===== config.mk =====
export PLATFORM = sky130hd
export DESIGN_NAME = character_mover_flat
export DESIGN_NICKNAME = d
export VERILOG_FILES = /design/src/rtl/pacman_pkg.sv /design/src/rtl/character_mover_if.sv /design/src/rtl/next_cell.sv /design/src/rtl/character_mover.sv /design/src/flat_wrapper.sv
export SDC_FILE = /design/constraint.sdc
export NUM_CORES = 1
export LEC_CHECK = 0
export ABC_AREA = 1
export BUFFER_PORTS_ARGS = -buffer_cell sky130_fd_sc_hd__buf_2
export CAP_MARGIN = 20
export CELL_PAD_IN_SITES_DETAIL_PLACEMENT = 1
export CELL_PAD_IN_SITES_GLOBAL_PLACEMENT = 1
export CORE_ASPECT_RATIO = 1.5
export CORE_UTILIZATION = 42
export DETAILED_ROUTE_END_ITERATION = 10
export PLACE_DENSITY = 0.87
export SYNTH_ARGS = -nofsm -noshare
export SYNTH_HDL_FRONTEND = slang
export SYNTH_SLANG_ARGS = --single-unit

===== constraint.sdc =====
create_clock -name clock_50 -period 2.7 [get_ports clock_50]
set_clock_uncertainty 0.2 [all_clocks]
set_input_delay 0.27 -clock clock_50 [delete_from_list [all_inputs] [get_ports clock_50]]
set_output_delay 0.27 -clock clock_50 [all_outputs]
set_load 0.02 [all_outputs]

===== src/rtl/pacman_pkg.sv =====
// Shared definitions for the Pacman movement logic.
//   - Direction encoding used by pac_dir and the ghost direction registers.
//   - Character type numbers as seen on the character register port.
//   - Movement sequencer FSM state encoding.
//   - One-step helper for the ghost-direction LFSR.
package pacman_pkg;

    localparam logic [1:0] DIR_UP    = 2'b00;   // y-1
    localparam logic [1:0] DIR_RIGHT = 2'b01;   // x+1
    localparam logic [1:0] DIR_DOWN  = 2'b10;   // y+1
    localparam logic [1:0] DIR_LEFT  = 2'b11;   // x-1

    localparam logic [2:0] TYPE_PACMAN = 3'd0;
    localparam logic [2:0] TYPE_GHOST1 = 3'd1;
    localparam logic [2:0] TYPE_GHOST2 = 3'd2;
    localparam logic [2:0] TYPE_GHOST3 = 3'd3;
    localparam logic [2:0] TYPE_GHOST4 = 3'd4;

    typedef enum logic [2:0] {
        IDLE   = 3'd0,
        RD     = 3'd1,
        LATCH  = 3'd2,
        QUERY  = 3'd3,
        DECIDE = 3'd4,
        WR     = 3'd5,
        FIN    = 3'd6
    } mover_state_t;

    // 8-bit Fibonacci LFSR, taps 8,6,5,4, shifting toward the MSB.
    function automatic logic [7:0] lfsr_step(input logic [7:0] value);
        return {value[6:0], value[7] ^ value[5] ^ value[4] ^ value[3]};
    endfunction

endpackage


===== src/rtl/character_mover_if.sv =====
// Character register port plus wall-map query port of the movement sequencer.
//   master : the mover (drives register strobes/write data and map address)
//   slave  : register file / wall map (returns read data and wall flag)
//   reg_type/reg_en/reg_readwrite/reg_x_wr/reg_y_wr : register access
//   reg_x_rd/reg_y_rd : read data, valid the cycle after a read strobe
//   map_x/map_y : wall query address; map_wall valid one cycle later
interface character_mover_if;
    logic [2:0] reg_type;
    logic       reg_en;
    logic       reg_readwrite;
    logic [4:0] reg_x_wr;
    logic [4:0] reg_y_wr;
    logic [4:0] reg_x_rd;
    logic [4:0] reg_y_rd;
    logic [4:0] map_x;
    logic [4:0] map_y;
    logic       map_wall;

    modport master (
        output reg_type, reg_en, reg_readwrite, reg_x_wr, reg_y_wr, map_x, map_y,
        input  reg_x_rd, reg_y_rd, map_wall
    );

    modport slave (
        input  reg_type, reg_en, reg_readwrite, reg_x_wr, reg_y_wr, map_x, map_y,
        output reg_x_rd, reg_y_rd, map_wall
    );
endinterface


===== src/rtl/next_cell.sv =====
// Combinational one-cell stepper with tunnel wrap-around.
//   x, y   : current cell
//   dir    : direction (DIR_UP/RIGHT/DOWN/LEFT)
//   cand_x, cand_y : neighbouring cell, wrapped at the grid edges
// The edge test is made on the unmodified coordinate, so the result
// always stays inside 0..GRID_W-1 / 0..GRID_H-1.
module next_cell
    import pacman_pkg::*;
#(
    parameter int GRID_W = 20,
    parameter int GRID_H = 15
) (
    input  logic [4:0] x,
    input  logic [4:0] y,
    input  logic [1:0] dir,
    output logic [4:0] cand_x,
    output logic [4:0] cand_y
);
    localparam logic [4:0] X_MAX = 5'(GRID_W - 1);
    localparam logic [4:0] Y_MAX = 5'(GRID_H - 1);

    always_comb begin
        cand_x = x;
        cand_y = y;
        case (dir)
            DIR_UP:    cand_y = (y == 5'd0)  ? Y_MAX : y - 5'd1;
            DIR_RIGHT: cand_x = (x == X_MAX) ? 5'd0  : x + 5'd1;
            DIR_DOWN:  cand_y = (y == Y_MAX) ? 5'd0  : y + 5'd1;
            default:   cand_x = (x == 5'd0)  ? X_MAX : x - 5'd1;
        endcase
    end
endmodule


===== src/rtl/character_mover.sv =====
// Per-frame movement sequencer for Pacman and the four ghosts.
// On an accepted tick it walks types 0..4: read position, step it in the
// character's direction, ask the wall map, write back the result, and at
// the end publish whether any ghost ended on Pacman's cell.
//   clock_50, reset_n : clock, synchronous active-low reset
//   tick              : start a pass (accepted only in IDLE)
//   pac_dir/_valid    : Pacman direction, latched with an accepted tick
//   bus (master)      : character register port and wall-map port
//   busy, done        : pass in progress / one-cycle completion pulse
//   collision         : result of the last completed pass
module character_mover
    import pacman_pkg::*;
#(
    parameter int         GRID_W    = 20,
    parameter int         GRID_H    = 15,
    parameter logic [7:0] LFSR_SEED = 8'hA5
) (
    input  logic               clock_50,
    input  logic               reset_n,
    input  logic               tick,
    input  logic [1:0]         pac_dir,
    input  logic               pac_dir_valid,
    character_mover_if.master  bus,
    output logic               busy,
    output logic               done,
    output logic               collision
);
    mover_state_t state_reg;
    logic [2:0]   idx_reg;
    logic [1:0]   pac_dir_reg;
    logic [1:0]   gdir_reg [0:3];   // ghost 1..4 stored at 0..3
    logic [7:0]   lfsr_reg;
    logic [4:0]   cur_x_reg, cur_y_reg;
    logic [4:0]   cand_x_reg, cand_y_reg;
    logic [4:0]   pac_x_reg, pac_y_reg;
    logic         coll_acc_reg;
    logic         collision_reg;

    logic [2:0]   reg_type_reg;
    logic         reg_en_reg;
    logic         reg_rw_reg;
    logic [4:0]   reg_x_wr_reg, reg_y_wr_reg;
    logic [4:0]   map_x_reg, map_y_reg;
    logic         busy_reg;
    logic         done_reg;

    logic [1:0]   gidx;
    logic [1:0]   step_dir;
    logic [4:0]   step_x, step_y;
    logic [4:0]   nxt_x, nxt_y;

    assign gidx     = 2'(idx_reg - 3'd1);
    assign step_dir = (idx_reg == TYPE_PACMAN) ? pac_dir_reg : gdir_reg[gidx];
    assign nxt_x    = bus.map_wall ? cur_x_reg : cand_x_reg;
    assign nxt_y    = bus.map_wall ? cur_y_reg : cand_y_reg;

    // The stepper works on the read data while it is valid (LATCH), so the
    // candidate can be presented to the wall map as a registered address at
    // the start of QUERY.
    next_cell #(
        .GRID_W (GRID_W),
        .GRID_H (GRID_H)
    ) u_next_cell (
        .x      (bus.reg_x_rd),
        .y      (bus.reg_y_rd),
        .dir    (step_dir),
        .cand_x (step_x),
        .cand_y (step_y)
    );

    always_ff @(posedge clock_50) begin
        if (!reset_n) begin
            state_reg     <= IDLE;
            idx_reg       <= 3'd0;
            pac_dir_reg   <= DIR_UP;
            for (int i = 0; i < 4; i++) gdir_reg[i] <= DIR_UP;
            lfsr_reg      <= LFSR_SEED;
            cur_x_reg     <= 5'd0;
            cur_y_reg     <= 5'd0;
            cand_x_reg    <= 5'd0;
            cand_y_reg    <= 5'd0;
            pac_x_reg     <= 5'd0;
            pac_y_reg     <= 5'd0;
            coll_acc_reg  <= 1'b0;
            collision_reg <= 1'b0;
            reg_type_reg  <= 3'd0;
            reg_en_reg    <= 1'b0;
            reg_rw_reg    <= 1'b0;
            reg_x_wr_reg  <= 5'd0;
            reg_y_wr_reg  <= 5'd0;
            map_x_reg     <= 5'd0;
            map_y_reg     <= 5'd0;
            busy_reg      <= 1'b0;
            done_reg      <= 1'b0;
        end else begin
            // Outputs are registered and decoded for the state being entered;
            // everything returns to zero unless that state asserts it.
            reg_type_reg <= 3'd0;
            reg_en_reg   <= 1'b0;
            reg_rw_reg   <= 1'b0;
            reg_x_wr_reg <= 5'd0;
            reg_y_wr_reg <= 5'd0;
            map_x_reg    <= 5'd0;
            map_y_reg    <= 5'd0;
            done_reg     <= 1'b0;

            case (state_reg)
                IDLE: begin
                    if (tick) begin
                        idx_reg <= TYPE_PACMAN;
                        if (pac_dir_valid) pac_dir_reg <= pac_dir;
                        state_reg    <= RD;
                        reg_en_reg   <= 1'b1;
                        reg_rw_reg   <= 1'b1;
                        reg_type_reg <= TYPE_PACMAN;
                        busy_reg     <= 1'b1;
                    end
                end
                RD: state_reg <= LATCH;
                LATCH: begin
                    cur_x_reg  <= bus.reg_x_rd;
                    cur_y_reg  <= bus.reg_y_rd;
                    cand_x_reg <= step_x;
                    cand_y_reg <= step_y;
                    map_x_reg  <= step_x;
                    map_y_reg  <= step_y;
                    state_reg  <= QUERY;
                end
                QUERY: state_reg <= DECIDE;
                DECIDE: begin
                    reg_en_reg   <= 1'b1;
                    reg_type_reg <= idx_reg;
                    reg_x_wr_reg <= nxt_x;
                    reg_y_wr_reg <= nxt_y;
                    if (idx_reg == TYPE_PACMAN) begin
                        pac_x_reg <= nxt_x;
                        pac_y_reg <= nxt_y;
                    end else begin
                        if (nxt_x == pac_x_reg && nxt_y == pac_y_reg) coll_acc_reg <= 1'b1;
                        // A blocked ghost picks a pseudo-random new heading.
                        if (bus.map_wall) begin
                            gdir_reg[gidx] <= lfsr_reg[1:0];
                            lfsr_reg       <= lfsr_step(lfsr_reg);
                        end
                    end
                    state_reg <= WR;
                end
                WR: begin
                    if (idx_reg == TYPE_GHOST4) begin
                        state_reg     <= FIN;
                        done_reg      <= 1'b1;
                        collision_reg <= coll_acc_reg;
                        coll_acc_reg  <= 1'b0;
                    end else begin
                        idx_reg      <= idx_reg + 3'd1;
                        state_reg    <= RD;
                        reg_en_reg   <= 1'b1;
                        reg_rw_reg   <= 1'b1;
                        reg_type_reg <= idx_reg + 3'd1;
                    end
                end
                FIN: begin
                    state_reg <= IDLE;
                    busy_reg  <= 1'b0;
                end
                default: begin
                    state_reg <= IDLE;
                    busy_reg  <= 1'b0;
                end
            endcase
        end
    end

    assign bus.reg_type      = reg_type_reg;
    assign bus.reg_en        = reg_en_reg;
    assign bus.reg_readwrite = reg_rw_reg;
    assign bus.reg_x_wr      = reg_x_wr_reg;
    assign bus.reg_y_wr      = reg_y_wr_reg;
    assign bus.map_x         = map_x_reg;
    assign bus.map_y         = map_y_reg;
    assign busy              = busy_reg;
    assign done              = done_reg;
    assign collision         = collision_reg;
endmodule


===== src/flat_wrapper.sv =====
// flat-port wrapper written by rule: the top's interface ports become plain ports
module character_mover_flat import pacman_pkg::*;
#(
    parameter int         GRID_W    = 20,
    parameter int         GRID_H    = 15,
    parameter logic [7:0] LFSR_SEED = 8'hA5
)
  (clock_50, reset_n, tick, pac_dir, pac_dir_valid, busy, done, collision, bus_reg_type, bus_reg_en, bus_reg_readwrite, bus_reg_x_wr, bus_reg_y_wr, bus_map_x, bus_map_y, bus_reg_x_rd, bus_reg_y_rd, bus_map_wall);
  character_mover_if bus_i ();
  input  logic clock_50;
  input  logic reset_n;
  input  logic tick;
  input  logic [1:0] pac_dir;
  input  logic pac_dir_valid;
  output logic busy;
  output logic done;
  output logic collision;
  output wire logic [$bits(bus_i.reg_type)-1:0] bus_reg_type;
  output wire logic [$bits(bus_i.reg_en)-1:0] bus_reg_en;
  output wire logic [$bits(bus_i.reg_readwrite)-1:0] bus_reg_readwrite;
  output wire logic [$bits(bus_i.reg_x_wr)-1:0] bus_reg_x_wr;
  output wire logic [$bits(bus_i.reg_y_wr)-1:0] bus_reg_y_wr;
  output wire logic [$bits(bus_i.map_x)-1:0] bus_map_x;
  output wire logic [$bits(bus_i.map_y)-1:0] bus_map_y;
  input wire logic [$bits(bus_i.reg_x_rd)-1:0] bus_reg_x_rd;
  input wire logic [$bits(bus_i.reg_y_rd)-1:0] bus_reg_y_rd;
  input wire logic [$bits(bus_i.map_wall)-1:0] bus_map_wall;
  assign bus_reg_type = bus_i.reg_type;
  assign bus_reg_en = bus_i.reg_en;
  assign bus_reg_readwrite = bus_i.reg_readwrite;
  assign bus_reg_x_wr = bus_i.reg_x_wr;
  assign bus_reg_y_wr = bus_i.reg_y_wr;
  assign bus_map_x = bus_i.map_x;
  assign bus_map_y = bus_i.map_y;
  assign bus_i.reg_x_rd = bus_reg_x_rd;
  assign bus_i.reg_y_rd = bus_reg_y_rd;
  assign bus_i.map_wall = bus_map_wall;
  character_mover #(.GRID_W(GRID_W), .GRID_H(GRID_H), .LFSR_SEED(LFSR_SEED)) u_core (.clock_50(clock_50), .reset_n(reset_n), .tick(tick), .pac_dir(pac_dir), .pac_dir_valid(pac_dir_valid), .bus(bus_i), .busy(busy), .done(done), .collision(collision));
endmodule

# Yosys cells after proc, flatten, opt, wreduce, memory -nomap -nowiden
# Memories as Yosys holds them, arrays and structs flattened.
# Index checks and enable logic that the tools add are counted.
# totals
regBits	75
ram_bits	8
output_inout_bits	28
memories	1
# op_classes
add_sub_neg	6
eq_ne	17
muxes	37
bitwise_logic	5
reduce_logical	21
# mem_list
name	words	width	read_ports	rd_ports_with_merged_regs	write_ports	line	source
u_core.gdir_reg	4	2	1	0	4	character_mover.sv:31	logic [1:0] gdir_reg [0:3];
# op_table
cell	n
$mux W5	6
$pmux W5 S2	2
$pmux W3 S6	1
$mux W3	5
$mux W1	14
$pmux W3 S2	2
$reduce_and A2 Y1	6
$add A5 B1 Y5 const B	2
$eq A5 B5 Y1	2
$logic_not A5 Y1	2
$sub A5 B1 Y5 const B	2
$eq A3 B3 Y1 const B	3
$reduce_and A3 Y1	3
$eq A3 B2 Y1 const B	2
$logic_not A3 Y1	2
$mux W2	3
$ne A2 B2 Y1 const B	3
$pmux W1 S2	3
$eq A5 B4 Y1 const B	1
$eq A5 B5 Y1 const B	1
$reduce_or A5 Y1	1
$ne A2 B1 Y1 const B	2
$reduce_and A4 Y1	1
$reduce_bool A2 Y1	2
11 further kinds	15

# Logic depth before layout (Yosys ltp)
# Gate-level depths: netlist of run 1.
# depth
depth_word	7
mapped_depth	13

# By module
# Synthesis of run 1 repeated with hierarchy kept, for this count alone.
# hier_totals
cells_unflattened	513
area_unflattened_um2	3856.2
# modules_own_cells
module	n_inst	cells_each	area_per_inst_um2	seq_area_each_um2
character_mover	1	404	3301.9	1741.7
next_cell	1	109	554.3	0.0

# Worst setup path after synthesis of run 1
# Ideal clock, no wire load.
# synth_timing
path_type	reg2reg
from	register u_core.idx_reg[0]
to	memory u_core.gdir_reg[0][0] (enable)
setup_ps	297
arrival_time_ps	1606
t_required_ps	2203
setup_slack_ps	597
path_stages_with_launch	13
path_buffers	1
path_cell_list	dfxtp_1 -> inv_2 -> buf_6 -> ha_1 -> inv_1 -> nor2_4 -> inv_2 -> nand3_2 -> nor2_4 -> inv_2 -> nor2_2 -> nand2_1 -> nand2_1
# synth_lines
item	line	source
start: declaration	character_mover.sv:29	logic [2:0] idx_reg;
start signal: assignment	character_mover.sv:155	idx_reg <= idx_reg + 3'd1;
end: declaration	character_mover.sv:31	

==> impl_metrics.ini, run 1 <==
[clock_network]
clkLatencyLatePin_ns = 0.33
cts_tree = yes
cts.clk_slew.worst_paths_ns = 0.06
cts_buffers = 9
cts_hold_buf = 0
ctsResizeCount = 0
cts_root_buf = clkbuf_16
cts_buffer_depth = 2
post-cts-setup-buffer-count = 0
clock-sinks = 83
htree_levels = 3

[grt]
grt-ovfl-total = 0
grt_pass1_vias = 3756
grt_pass1_wl_mm = 17.37
track_usage_pct = 23.46
antenna_found_initial = 0
grt_max_degree = 20

[finish]
area_delta_synth_final_pct = 15.45
drive_above_1_share_pct = 14.60
n_antenna_cell = 0
fin_cells = 692
nNetsFinal = 603

[drt]
num_vias = 3588
drt_iter0_drc = 115
drt-total-wl_mm = 10.42
viasPerCell = 5.185
first_pass_iters = 5
routedWlPerCell_um = 15.05
ant_nets = 0
drc = 0

[worst_setup_path]
cp-start-kind = flip-flop
crit_chain = inv_2 -> ha_1 -> inv_1 -> nor2_4 -> inv_2 -> nand3_2 -> nor2_4 -> inv_2 -> nor2_2 -> nand2_1 -> nand2_1
cp_slowest_stage_delay_ns = 0.46
critical_path_class = flip-flop to flip-flop
worst_setup_path_end_kind = flip-flop
worstPathRequired_ns = 2.55
slowest_stage = dfxtp_1
cp_max_fo = 11
arrival_ns = 2.22
rrSetupSlack_ns = 0.33
crit_top_cell = inv_2

[timing]
fin_hold_ws_ns = 0.04315
hold_viol = 0
finalCriticalPeriod_ns = 2.370
fin_ws_ns = 0.3299
setup_tns_ns = 0
worst_pin_slew_ns = 0.5964
setup_viol = 0
grt_setup_unrepaired = false
maxSlewHeadroom_pct = 59.82
period_share_pct = 87.78
max_freq_mhz = 421.9
finalMaxSlewViolations = 0

[synthesis]
yosys-top-cells-count = 135 x nand2_1, 78 x inv_1, 75 x dfxtp_1, 61 x nand3_1, 40 x nor2_1
synthesis.nets = 561
synth_area_per_cell_sq_um = 7.294
ys_seq_area_share_pct = 44.63
yosysWarnings = 0
syn_area_sq_mm = 0.003902
yosysUniqueCellTypes = 30
async_reset_ff_share_pct = 0
syn_inst = 535
synth_edf_count = 8
yosys.area.top_type = dfxtp_1
synth_top_area_share_pct = 38.47
ys.flop_type = dfxtp_1
synthTopCellsByArea = dfxtp_1 38%, nand2_1 13%, nand3_1 7.8%, inv_1 7.5%, edfxtp_1 6.2%
ys_seq_elements = 83
synth_most_common_cell = nand2_1

[worst_hold_path]
hold_class = input port to flip-flop

[floorplan]
rows = 42
dieArea_sq_mm = 0.009689
die_w_um = 80.71
die_h_um = 120.1
ioPinCount = 45
start_util_pct = 43.68
core-area_sq_mm = 0.008934

[pwr]
vdd_drop_max_v = 0.0004359
power.total_mw = 3.037
leakagePower_nw = 2.204
p_per_area_mw_per_mm2 = 674.0

[placed_design]
hpwlAfterDp_mm = 7.820
pre_cts_ws_ns = 0.3565
placed_cells = 676
gp_congestion = 0.8390
port_buffers = 44

[run]
drv_cap = 0

[run_status]
status = completed
## stage by stage
stage,cell area (sq um),util (%)
2_1_floorplan,3902,-
3_3_place_gp,4184,46.83
3_5_place_dp,4184,46.83
4_1_cts,4506,50.43
5_1_grt,4506,50.43
6_report,4506,50.43
## cell type report
type,count,area (sq um)
Clock buffer,11,264.0
Tap cell,110,137.6
Fill cell,1166,4428
Multi-Input combinational cell,349,1739
Clock inverter,5,57.56
Timing Repair Buffer,46,235.2
Inverter,88,330.3
Sequential cell,83,1742
## routing by layer
| layer | routed length [um] | GRT usage (%) | up-vias |
|---|---|---|---|
| li1 | - | - | 1784 |
| met1 | 4305 | 25.86 | 1709 |
| met2 | 5545 | 42.85 | 73 |
| met3 | 265 | 3.346 | 22 |
| met4 | 298 | 10.94 | 0 |
| met5 | 0 | 0 | - |
## layout by cell type, fill, tap and decap left out, types with 3 or more instances in the layout
| cell type | instances |
|---|---|
| nor2_4 | 4 |
| nand3_1 | 61 |
| xnor2_1 | 6 |
| dfxtp_1 | 75 |
| inv_2 | 10 |
| edfxtp_1 | 8 |
| nor2_1 | 40 |
| ha_1 | 9 |
| o21ai_0 | 16 |
| o22ai_1 | 10 |
| a22oi_1 | 3 |
| nand2_1 | 135 |
| clkbuf_16 | 10 |
| a21oi_1 | 30 |
| nand4_1 | 4 |
| buf_2 | 44 |
| a211oi_1 | 4 |
| xor2_1 | 7 |
| o21ai_1 | 6 |
| nand2_2 | 5 |
| inv_1 | 78 |
## critical path, delay by kind of cell (launching register included)
family / cells / cell delay [ns]
adders and majority gates: 1 / 0.24
and+or+nand+nor: 6 / 0.71
DFF: 1 / 0.46
buffers and inverters: 4 / 0.48
## cells by family (layout without fill, tap and decap cells)
family	after synthesis	in the layout	share of synthesized area [%]
AO/OA/AOI/OAI	72	72	10.23
flip-flops	83	83	44.63
AND/OR/NAND/NOR	255	255	28.53
buffers and inverters	103	150	10.80
adder cells (fa/ha/maj)	9	9	2.886
XOR/XNOR	13	13	2.918
## where the power goes
| part | switching [mW] | internal (mW) | total [mW] |
|---|---|---|---|
| Combinational | 0.292 | 0.129 | 0.421 |
| Clock | 0.489 | 0.799 | 1.29 |
| Sequential | 0.0315 | 1.30 | 1.33 |
## worst paths after layout
path         cells past startpoint                             endpoint                               from
min                              3   u_core.pac_dir_reg[0]$_SDFFE_PN0P_                         pac_dir[0]
max reg2reg                     11  u_core.gdir_reg[0][1]$_SDFFCE_PN0P_     u_core.idx_reg[0]$_SDFFE_PN0P_
min reg2reg                      2    u_core.cand_y_reg[2]$_SDFFE_PN0P_  u_core.cand_y_reg[2]$_SDFFE_PN0P_
max                             11  u_core.gdir_reg[0][1]$_SDFFCE_PN0P_     u_core.idx_reg[0]$_SDFFE_PN0P_
Power figures use the tool's default switching activity.
==> run 2: changes to the inputs <==
--- a/config.mk
+++ b/config.mk
@@ -14,6 +14,7 @@
 export CORE_UTILIZATION = 42
 export DETAILED_ROUTE_END_ITERATION = 10
 export PLACE_DENSITY = 0.87
+export RECOVER_POWER = 25
 export SYNTH_ARGS = -nofsm -noshare
 export SYNTH_HDL_FRONTEND = slang
 export SYNTH_SLANG_ARGS = --single-unit
==> impl_metrics.ini, run 2 (synthesis gave the netlist of run 1 again) <==
[run_status]
status = completed

[timing]
finalMaxSlewViolations = 0
max_freq_mhz = 421.9
period_share_pct = 87.79
fin_ws_ns = 0.3297
grt_setup_unrepaired = false
maxSlewHeadroom_pct = 58.38
setup_tns_ns = 0
finalCriticalPeriod_ns = 2.370
hold_viol = 0
worst_pin_slew_ns = 0.6178
setup_viol = 0

[floorplan]
dieArea_sq_mm = 0.009689
start_util_pct = 43.68
rows = 42
core-area_sq_mm = 0.008934
ioPinCount = 45
die_h_um = 120.1
die_w_um = 80.71

[clock_network]
cts_buffer_depth = 2
htree_levels = 3
ctsResizeCount = 0
cts_tree = yes
cts_root_buf = clkbuf_16
clkLatencyLatePin_ns = 0.34
cts_hold_buf = 0
clock-sinks = 83
post-cts-setup-buffer-count = 0
cts_buffers = 9
cts.clk_slew.worst_paths_ns = 0.06

[finish]
area_delta_synth_final_pct = 14.56
fill_cells = 1169
layout.cells.most_common = nand2_1
final_cell_mix = 135 x nand2_1, 79 x inv_1, 75 x dfxtp_1
drive_above_1_share_pct = 9.622
finalInstanceArea_sq_mm = 0.004471
n_antenna_cell = 0
nNetsFinal = 603

[grt]
grt-ovfl-total = 0
grt_pass1_vias = 3756
grt_max_degree = 20
antenna_found_initial = 0
track_usage_pct = 23.46
grt_pass1_wl_mm = 17.37

[worst_setup_path]
crit_top_cell = inv_2
slowest_stage = dfxtp_1
crit_chain = inv_2 -> ha_1 -> inv_1 -> nor2_4 -> inv_2 -> nand3_2 -> nor2_4 -> inv_2 -> nor2_2 -> nand2_1 -> nand2_1
crit_start = u_core.idx_reg[0]$_SDFFE_PN0P_
r2r_end = u_core.gdir_reg[0][1]$_SDFFCE_PN0P_
rrSetupSlack_ns = 0.33
cp_slowest_stage_delay_ns = 0.46
cp-start-kind = flip-flop
r2r_cells = 11
critical_path_class = flip-flop to flip-flop
arrival_ns = 2.22
cp-endpoint = u_core.gdir_reg[0][1]$_SDFFCE_PN0P_
cp_max_fo = 11
r2r-start = u_core.idx_reg[0]$_SDFFE_PN0P_
worstPathRequired_ns = 2.55
worst_setup_path_end_kind = flip-flop

[worst_hold_path]
hold_depth = 3
hold_class = input port to flip-flop

[drt]
num_vias = 3576
ant_nets = 0
viasPerCell = 5.168
drc = 0
drt-total-wl_mm = 10.44
first_pass_iters = 5
routedWlPerCell_um = 15.09
drt_iter0_drc = 98

[run]
drv_cap = 0

[pwr]
p_per_area_mw_per_mm2 = 678.3
vdd_drop_max_v = 0.0004372
leakagePower_nw = 2.084
power.total_mw = 3.032

[placed_design]
place_area_sq_mm = 0.004184
hpwlAfterDp_mm = 7.820
pre_cts_ws_ns = 0.3565
port_buffers = 44
gp_congestion = 0.8390
==> run 2: cell types whose count changed in the layout (fill, tap and decap cells not counted), sizes merged <==
| cell | before | now |
|---|---|---|
| clkbuf | 11 | 39 |
| buf | 46 | 18 |
==> run 2: worst min path at each step <==
stage / end / slack (ns) / startpoint
after floorplan: u_core.cand_y_reg[2]$_SDFFE_PN0P_ / 0.22 / u_core.cand_y_reg[2]$_SDFFE_PN0P_
final: u_core.pac_dir_reg[1]$_SDFFE_PN0P_ / 0.04 / pac_dir[1]
after global placement: u_core.collision$_SDFFE_PN0P_ / 0.24 / u_core.coll_acc_reg$_SDFFE_PN0P_
after global routing: u_core.pac_dir_reg[1]$_SDFFE_PN0P_ / 0.06 / pac_dir[1]
after CTS: u_core.pac_dir_reg[1]$_SDFFE_PN0P_ / 0.03 / pac_dir[1]
after detailed placement: u_core.coll_acc_reg$_SDFFE_PN0P_ / 0.25 / u_core.coll_acc_reg$_SDFFE_PN0P_
==> run 2: where the power goes <==
group	switching [mW]	internal [mW]
logic	0.292	0.126
registers	0.0316	1.30
clock network	0.489	0.799
==> run 2: area by class of cell <==
cell class | instances | area [sq um] | share of cell area, %
clock inverters | 5 | 57.56 | 1.287
repair buffers | 46 | 200.2 | 4.478
inverters | 88 | 330.3 | 7.389
multi-input cells | 349 | 1739 | 38.90
clock buffers | 11 | 264.0 | 5.905
well taps | 110 | 137.6 | 3.079
flip-flops and latches | 83 | 1742 | 38.96
==> run 2: worst max-delay path, delay by kind of cell, from the launching register on <==
kind	cells	cell delay (ns)
AND/OR/NAND/NOR	6	0.70
flip-flops	1	0.46
buffers and inverters	4	0.49
adder cells (fa/ha/maj)	1	0.24
==> run 2: layer usage <==
layer	track usage, %	vias up	wire length [um]
met4	10.94	0	318
met2	42.85	68	5537
li1	-	1782	-
met5	0	-	0
met3	3.346	24	251
met1	25.86	1702	4333
==> run 2: per-stage QoR <==
step | hold WS, ns | cells | utilization [%]
2_1_floorplan | 0.2208 | 535 | -
3_3_place_gp | 0.2401 | 676 | 46.83
3_5_place_dp | 0.2516 | 676 | 46.83
4_1_cts | 0.03281 | 692 | 50.43
5_1_grt | 0.06335 | 692 | 50.04
6_report | 0.03537 | 692 | 50.04
